===== src/rtl/card_dealer_if.sv =====
// Request/ready/value handshake between the game controller and the card dealer.
// The controller is the master; the dealer is the slave.
interface card_dealer_if #(
  parameter int DECKS = 1
);
  localparam int LW = $clog2(52 * DECKS + 1);

  logic          request;
  logic          shuffle;
  logic          ready;
  logic [3:0]    value;
  logic          busy;
  logic [LW-1:0] cards_left;

  modport master (
    output request, shuffle,
    input  ready, value, busy, cards_left
  );

  modport slave (
    input  request, shuffle,
    output ready, value, busy, cards_left
  );
endinterface


===== src/rtl/card_dealer.sv =====
// Multi-deck shoe that deals blackjack card values without replacement.
// Cards are picked by LFSR rejection sampling, with a linear scan as the fallback.
//   state   | meaning
//   IDLE    | waiting for a request or a shuffle
//   SHUFFLE | reloading one rank counter per cycle, 13 cycles in total
//   DRAW    | trying LFSR candidates, at most 16 of them
//   SCAN    | walking the ranks to find the first nonempty one
//   DELIVER | ready pulse; value is valid
module card_dealer #(
  parameter int          DECKS = 1,
  parameter logic [15:0] SEED  = 16'hACE1
) (
  input logic          clk,
  input logic          rst,
  card_dealer_if.slave bus
);
  localparam int CW = $clog2(4 * DECKS + 1);
  localparam int LW = $clog2(52 * DECKS + 1);
  localparam logic [CW-1:0] FULL_RANK = CW'(4 * DECKS);
  localparam logic [LW-1:0] FULL_SHOE = LW'(52 * DECKS);
  localparam logic [15:0]   SEED_EFF  = (SEED == 16'h0000) ? 16'h0001 : SEED;

  typedef enum logic [2:0] {IDLE, SHUFFLE, DRAW, SCAN, DELIVER} state_t;

  state_t        state, state_nxt;
  logic [CW-1:0] rank_cnt [13];
  logic [LW-1:0] left;
  logic [15:0]   lfsr;
  logic [3:0]    tries;
  logic [3:0]    ptr;
  logic          req_pending, shuf_pending;
  logic [3:0]    value_q;

  logic [3:0]    cand;
  logic [CW-1:0] cand_cnt, ptr_cnt;
  logic          take;
  logic [3:0]    take_rank;
  logic          req_set, req_clr, shuf_set, shuf_clr;

  function automatic logic [3:0] rank_value(input logic [3:0] r);
    if (r == 4'd0)       return 4'd1;
    else if (r < 4'd10)  return r + 4'd1;
    else                 return 4'd10;
  endfunction

  assign cand = lfsr[3:0];

  // Index by compare so that candidates 13..15 never address the array.
  always_comb begin
    cand_cnt = '0;
    ptr_cnt  = '0;
    for (int i = 0; i < 13; i++) begin
      if (cand == 4'(i)) cand_cnt = rank_cnt[i];
      if (ptr == 4'(i))  ptr_cnt  = rank_cnt[i];
    end
  end

  always_comb begin
    state_nxt = state;
    take      = 1'b0;
    take_rank = cand;
    req_set   = 1'b0;
    req_clr   = 1'b0;
    shuf_set  = 1'b0;
    shuf_clr  = 1'b0;
    case (state)
      IDLE: begin
        if (bus.shuffle || shuf_pending) begin
          state_nxt = SHUFFLE;
          shuf_clr  = 1'b1;
          req_set   = bus.request;
        end else if (bus.request || req_pending) begin
          if (left == '0) begin
            state_nxt = SHUFFLE;
            req_set   = 1'b1;
          end else begin
            state_nxt = DRAW;
            req_clr   = 1'b1;
          end
        end
      end
      SHUFFLE: begin
        req_set = bus.request;
        if (ptr == 4'd12) state_nxt = IDLE;
      end
      DRAW: begin
        shuf_set = bus.shuffle;
        if (cand < 4'd13 && cand_cnt != '0) begin
          take      = 1'b1;
          state_nxt = DELIVER;
        end else if (tries == 4'd15) begin
          state_nxt = SCAN;
        end
      end
      SCAN: begin
        shuf_set  = bus.shuffle;
        take_rank = ptr;
        if (ptr_cnt != '0) begin
          take      = 1'b1;
          state_nxt = DELIVER;
        end else if (ptr == 4'd12) begin
          // Unreachable while cards_left tracks the rank counts; never walk past the ranks.
          state_nxt = IDLE;
        end
      end
      DELIVER: begin
        shuf_set  = bus.shuffle;
        state_nxt = IDLE;
      end
      default: state_nxt = IDLE;
    endcase
  end

  always_ff @(posedge clk) begin
    if (rst) begin
      state        <= IDLE;
      left         <= FULL_SHOE;
      lfsr         <= SEED_EFF;
      tries        <= '0;
      ptr          <= '0;
      req_pending  <= 1'b0;
      shuf_pending <= 1'b0;
      value_q      <= '0;
      for (int i = 0; i < 13; i++) rank_cnt[i] <= FULL_RANK;
    end else begin
      state <= state_nxt;
      lfsr  <= {lfsr[14:0], lfsr[15] ^ lfsr[13] ^ lfsr[12] ^ lfsr[10]};

      if (req_set)      req_pending <= 1'b1;
      else if (req_clr) req_pending <= 1'b0;

      if (shuf_set)      shuf_pending <= 1'b1;
      else if (shuf_clr) shuf_pending <= 1'b0;

      case (state)
        IDLE: begin
          ptr   <= '0;
          tries <= '0;
        end
        SHUFFLE: begin
          for (int i = 0; i < 13; i++)
            if (ptr == 4'(i)) rank_cnt[i] <= FULL_RANK;
          ptr <= ptr + 4'd1;
          if (ptr == 4'd12) left <= FULL_SHOE;
        end
        DRAW:    tries <= tries + 4'd1;
        SCAN:    ptr   <= ptr + 4'd1;
        default: ;
      endcase

      if (take) begin
        for (int i = 0; i < 13; i++)
          if (take_rank == 4'(i)) rank_cnt[i] <= rank_cnt[i] - 1'b1;
        left    <= left - 1'b1;
        value_q <= rank_value(take_rank);
      end
    end
  end

  assign bus.ready      = (state == DELIVER);
  assign bus.busy       = (state != IDLE);
  assign bus.value      = value_q;
  assign bus.cards_left = left;
endmodule


===== src/flat_wrapper.sv =====
// flat-port wrapper written by rule: the top's interface ports become plain ports
module card_dealer_flat 
#(
  parameter int          DECKS = 1,
  parameter logic [15:0] SEED  = 16'hACE1
)
  (clk, rst, bus_request, bus_shuffle, bus_ready, bus_value, bus_busy, bus_cards_left);
  card_dealer_if #(.DECKS(DECKS)) bus_i ();
  input logic clk;
  input logic rst;
  input wire logic [$bits(bus_i.request)-1:0] bus_request;
  input wire logic [$bits(bus_i.shuffle)-1:0] bus_shuffle;
  output wire logic [$bits(bus_i.ready)-1:0] bus_ready;
  output wire logic [$bits(bus_i.value)-1:0] bus_value;
  output wire logic [$bits(bus_i.busy)-1:0] bus_busy;
  output wire logic [$bits(bus_i.cards_left)-1:0] bus_cards_left;
  assign bus_i.request = bus_request;
  assign bus_i.shuffle = bus_shuffle;
  assign bus_ready = bus_i.ready;
  assign bus_value = bus_i.value;
  assign bus_busy = bus_i.busy;
  assign bus_cards_left = bus_i.cards_left;
  card_dealer #(.DECKS(DECKS), .SEED(SEED)) u_core (.clk(clk), .rst(rst), .bus(bus_i));
endmodule

===== config.mk =====
export PLATFORM = sky130hd
export DESIGN_NAME = card_dealer_flat
export DESIGN_NICKNAME = d
export VERILOG_FILES = /design/src/rtl/card_dealer_if.sv /design/src/rtl/card_dealer.sv /design/src/flat_wrapper.sv
export SDC_FILE = /design/constraint.sdc
export NUM_CORES = 1
export LEC_CHECK = 0
export BUFFER_PORTS_ARGS = -buffer_cell sky130_fd_sc_hd__buf_4
export CORE_UTILIZATION = 35
export DETAILED_ROUTE_END_ITERATION = 8
export GPL_TIMING_DRIVEN = 0
export PLACE_DENSITY_LB_ADDON = 0.05
export SKIP_LAST_GASP = 1
export SLEW_MARGIN = 20
export SYNTH_ARGS = -nofsm -noshare
export SYNTH_HDL_FRONTEND = slang
export SYNTH_SLANG_ARGS = --single-unit

===== constraint.sdc =====
create_clock -name clk -period 9.8 [get_ports clk]
set_clock_uncertainty 0.2 [all_clocks]
set_input_delay 2.94 -clock clk [delete_from_list [all_inputs] [get_ports clk]]
set_output_delay 2.94 -clock clk [all_outputs]
set_load 0.1 [all_outputs]

==> impl_metrics.yaml <==
status:
  status: "finished clean"
synthesis:
  syn-instance-count: 498
  yosys_warnings: 0
  synth_cell_types: 69
  synth_ff_type: "dfxtp_1"
  synth.avg_cell_area_um2: 9.301
  syn_area_um2: 4632
  ys_seq_area_share_pct: 41.49
  ys_ff_latch: 78
  synthArstFlopShare_pct: 0
  synth.net_count: 526
  synth_edf_count: 36
setup_path:
  worst_setup_path_end_kind: "register"
  crit_chain: "clkbuf_1, clkbuf_1, buf_1, a21oi_1, o31ai_1"
  reg2reg_to: "u_core.rank_cnt[4][1]"
  worstSetupStartpointType: "input port"
  cp_common_cell: "clkbuf_1"
  slowest_stage: "buf_1"
  cp_data_arrival_time_ns: 4.80
  critical_path_class: "in -> reg"
  cp_data_required_time_ns: 9.58
  crit_buf_inv: 3
  critical_path.top_delay_family: "buffers and inverters"
  reg2reg_setup_slack_ns: 5.22
  path_max_fanout: 10
  reg2reg_depth: 12
  max_stage_delay_ns: 0.61
  r2r_start: "u_core.ptr[0]"
worst_hold_path:
  holdPathStages: 1
  hold_end: "u_core.lfsr[6]"
  min_from: "u_core.lfsr[5]"
  worstHoldPathType: "reg -> reg"
timing:
  rsz0062_at_grt: "no"
  setup_viol: 0
  setup_tns_ns: 0
  drv_slew: 0
  timing.slew.headroom_pct: 35.39
  period_needed_ns: 5.025
  max_freq_mhz: 199.0
  finalHoldViolations: 0
  timing.final.crit_share_pct: 51.27
  worst_pin_slew_ns: 0.9650
die:
  die_h_um: 117.0
  io_pins: 16
  die_area_um2: 13700
  core_um2: 12770
  die_w_um: 117.0
  num_rows: 41
  start_util_pct: 36.26
finish:
  antenna_cells: 0
  fillerInstances: 1287
  syn_to_final_growth_pct: 13.78
  final_net_count: 551
  seq_area_um2: 1922
  final_util_pct: 41.26
  drive_gt1_share_pct: 11.93
  multi_input_area_um2: 2400
clocking:
  cts.clk_slew.worst_paths_ns: 0.06
  htreeDepth: 3
  cts_resized: 0
  clk_path_buf_depth: 2
  ctsHoldBuffers: 0
  tritoncts: "built"
  clkSinkCount: 78
  cts_setup_buffers: 0
  root_buffer: "clkbuf_16"
  clock_latency_ns: 0.35
  cts_made_buffers: 9
grt:
  grt_busiest_layer: "met2"
  use_met3_pct: 4.737
  gr-usage-met2_pct: 33.02
  use_met1_pct: 30.14
  gr-total-overflow: 0
  grt_pass1_wl_mm: 21.26
  grt_pass1_vias: 3633
  antenna_found_initial: 0
  grt_usage_pct: 21.64
  grt_max_degree: 15
drt:
  ant_nets: 0
  vias: 3852
  drc: 0
  wl_per_cell_um: 19.50
  drt_iter0_drc: 312
  dr.pass1.iters: 5
  via_per_inst: 5.503
  drt_wl_total_mm: 13.65
placed_design:
  dpl.hpwl_mm: 10.24
  port_buffers: 14
  gp_congestion: 0.8784
pwr:
  peakVddDrop_uv: 161.8
  power_density_nw_per_um2: 228.5
  p_leak_nw: 1.951
run:
  maxCapViolations: 0
-- state kept, by name (all words and copies together) (netlist names) --
signal                 count
u_core.rank_cnt           39
u_core.lfsr               16
u_core.bus.cards_left      6
u_core.bus.value           4
u_core.ptr                 4
u_core.tries               4
u_core.state               3
u_core.req_pending         1
u_core.shuf_pending        1
-- final cells by class --
type	count	area share (%)
clock inverter	6	1.282
sequential	78	36.47
timing repair buffer	14	1.994
multi-input combinational	348	45.54
tap	172	4.084
clock buffer	10	4.748
inverter	45	3.205
buffer	27	2.683
-- synthesized netlist by cell type (all sizes together), types with 5 or more instances --
cell type | number | share of area (%)
buf | 15 | 2.1
and4 | 9 | 1.7
nor2b | 10 | 1.5
inv | 44 | 3.6
nor3 | 17 | 1.8
a21oi | 34 | 3.8
xor2 | 5 | 0.95
nand3 | 11 | 1.3
o21ai | 15 | 1.6
and2 | 5 | 0.68
a22oi | 6 | 0.97
nor4b | 10 | 1.9
or4 | 5 | 0.89
nand4 | 9 | 1.2
dfxtp | 42 | 18
or2 | 10 | 1.4
nand2b | 5 | 0.68
o31ai | 12 | 1.9
xnor2 | 11 | 2.1
nor2 | 47 | 3.8
or3 | 5 | 0.68
mux2i | 10 | 2.2
ha | 24 | 6.5
nand2 | 28 | 2.3
edfxtp | 36 | 23
clkbuf | 12 | 0.97
nor3b | 5 | 0.81
nor4 | 7 | 0.95
-- how the worst max path moves through the flow --
stage | startpoint | slack, ns | depth (start not counted) | end
after global placement | rst | 4.40 | 5 | u_core.rank_cnt[4][0]
after detailed placement | rst | 4.42 | 5 | u_core.rank_cnt[4][0]
after floorplan | u_core.state[2] | 3.90 | 2 | bus_ready
after global routing | rst | 4.69 | 5 | u_core.rank_cnt[4][1]
final | rst | 4.78 | 5 | u_core.rank_cnt[4][1]
after CTS | rst | 4.76 | 5 | u_core.rank_cnt[4][1]
-- kinds of logic (layout without fill, tap and decap cells) --
logic type / count (synthesis) / after routing / synth area share [%]
buffers and inverters: 72 / 102 / 6.699
adders and majority gates: 24 / 24 / 6.483
muxes: 16 / 16 / 4.430
DFF: 78 / 78 / 41.49
AOI/OAI and AO/OA: 102 / 102 / 15.05
and+or+nand+nor: 190 / 190 / 22.83
xor gates and xnor gates: 16 / 16 / 3.025
-- placed cells by master, fill, tap and decap left out, types with 3 or more instances in the layout --
cell / synthesis / routed
clkbuf_16: 0 / 10
nor3_1: 17 / 17
mux2i_1: 10 / 10
and2_1: 5 / 5
edfxtp_1: 36 / 36
a21o_1: 3 / 3
nor4_1: 7 / 7
a22oi_1: 6 / 6
nor2_1: 47 / 47
buf_4: 2 / 16
xor2_1: 5 / 5
a21oi_1: 32 / 32
buf_2: 8 / 8
clkinv_4: 0 / 3
clkbuf_1: 12 / 12
nor4b_1: 10 / 10
a221o_1: 3 / 3
nand2b_1: 5 / 5
o31ai_1: 12 / 12
dfxtp_1: 42 / 42
or4_1: 4 / 4
or3_1: 5 / 5
nor2b_1: 9 / 9
ha_1: 24 / 24
nor3b_1: 5 / 5
inv_1: 44 / 44
or2_2: 8 / 8
and4_1: 9 / 9
nand4_1: 9 / 9
buf_6: 3 / 3
o21ai_0: 15 / 15
nand3_1: 10 / 10
nand2_1: 28 / 28
xnor2_1: 11 / 11
-- through the flow --
step	hold slack (ns)	instances	power [mW]	worst slack (ns)	instance area (um2)
global route	0.2247	700	1.265	4.685	5270
finish	0.2090	700	1.204	4.775	5270
detailed placement	0.1969	684	0.8519	4.415	4952
floorplan	0.1895	498	0.7321	3.896	4632
CTS	0.2122	700	1.214	4.764	5270
global placement	0.1928	684	0.8515	4.397	4952
-- worst register-to-register path, stage by stage (launching register included) --
cell and delay (ns):
dfxtp_1 0.36, inv_1 0.15, ha_1 0.30, clkbuf_1 0.38
nor3b_1 0.10, a21oi_1 0.18, nor3_1 0.07, o221a_2 0.31
o211ai_1 0.77, nor2_1 0.29, buf_4 0.29, buf_4 0.20
o31ai_1 0.61
-- power breakdown --
part	leakage [nW]	internal, mW	switching (mW)
clock	0.158	0.214	0.144
sequential	0.675	0.372	0.0233
combinational	1.12	0.130	0.321
total	1.95	0.716	0.489
-- metal layers --
layer / routed length [um] / vias to the layer above
met4: 220 / 0
met1: 6653 / 1875
met2: 6053 / 97
met3: 719 / 13
li1: - / 1867
met5: 0 / -
No activity file was read; power rests on OpenSTA's default activity.
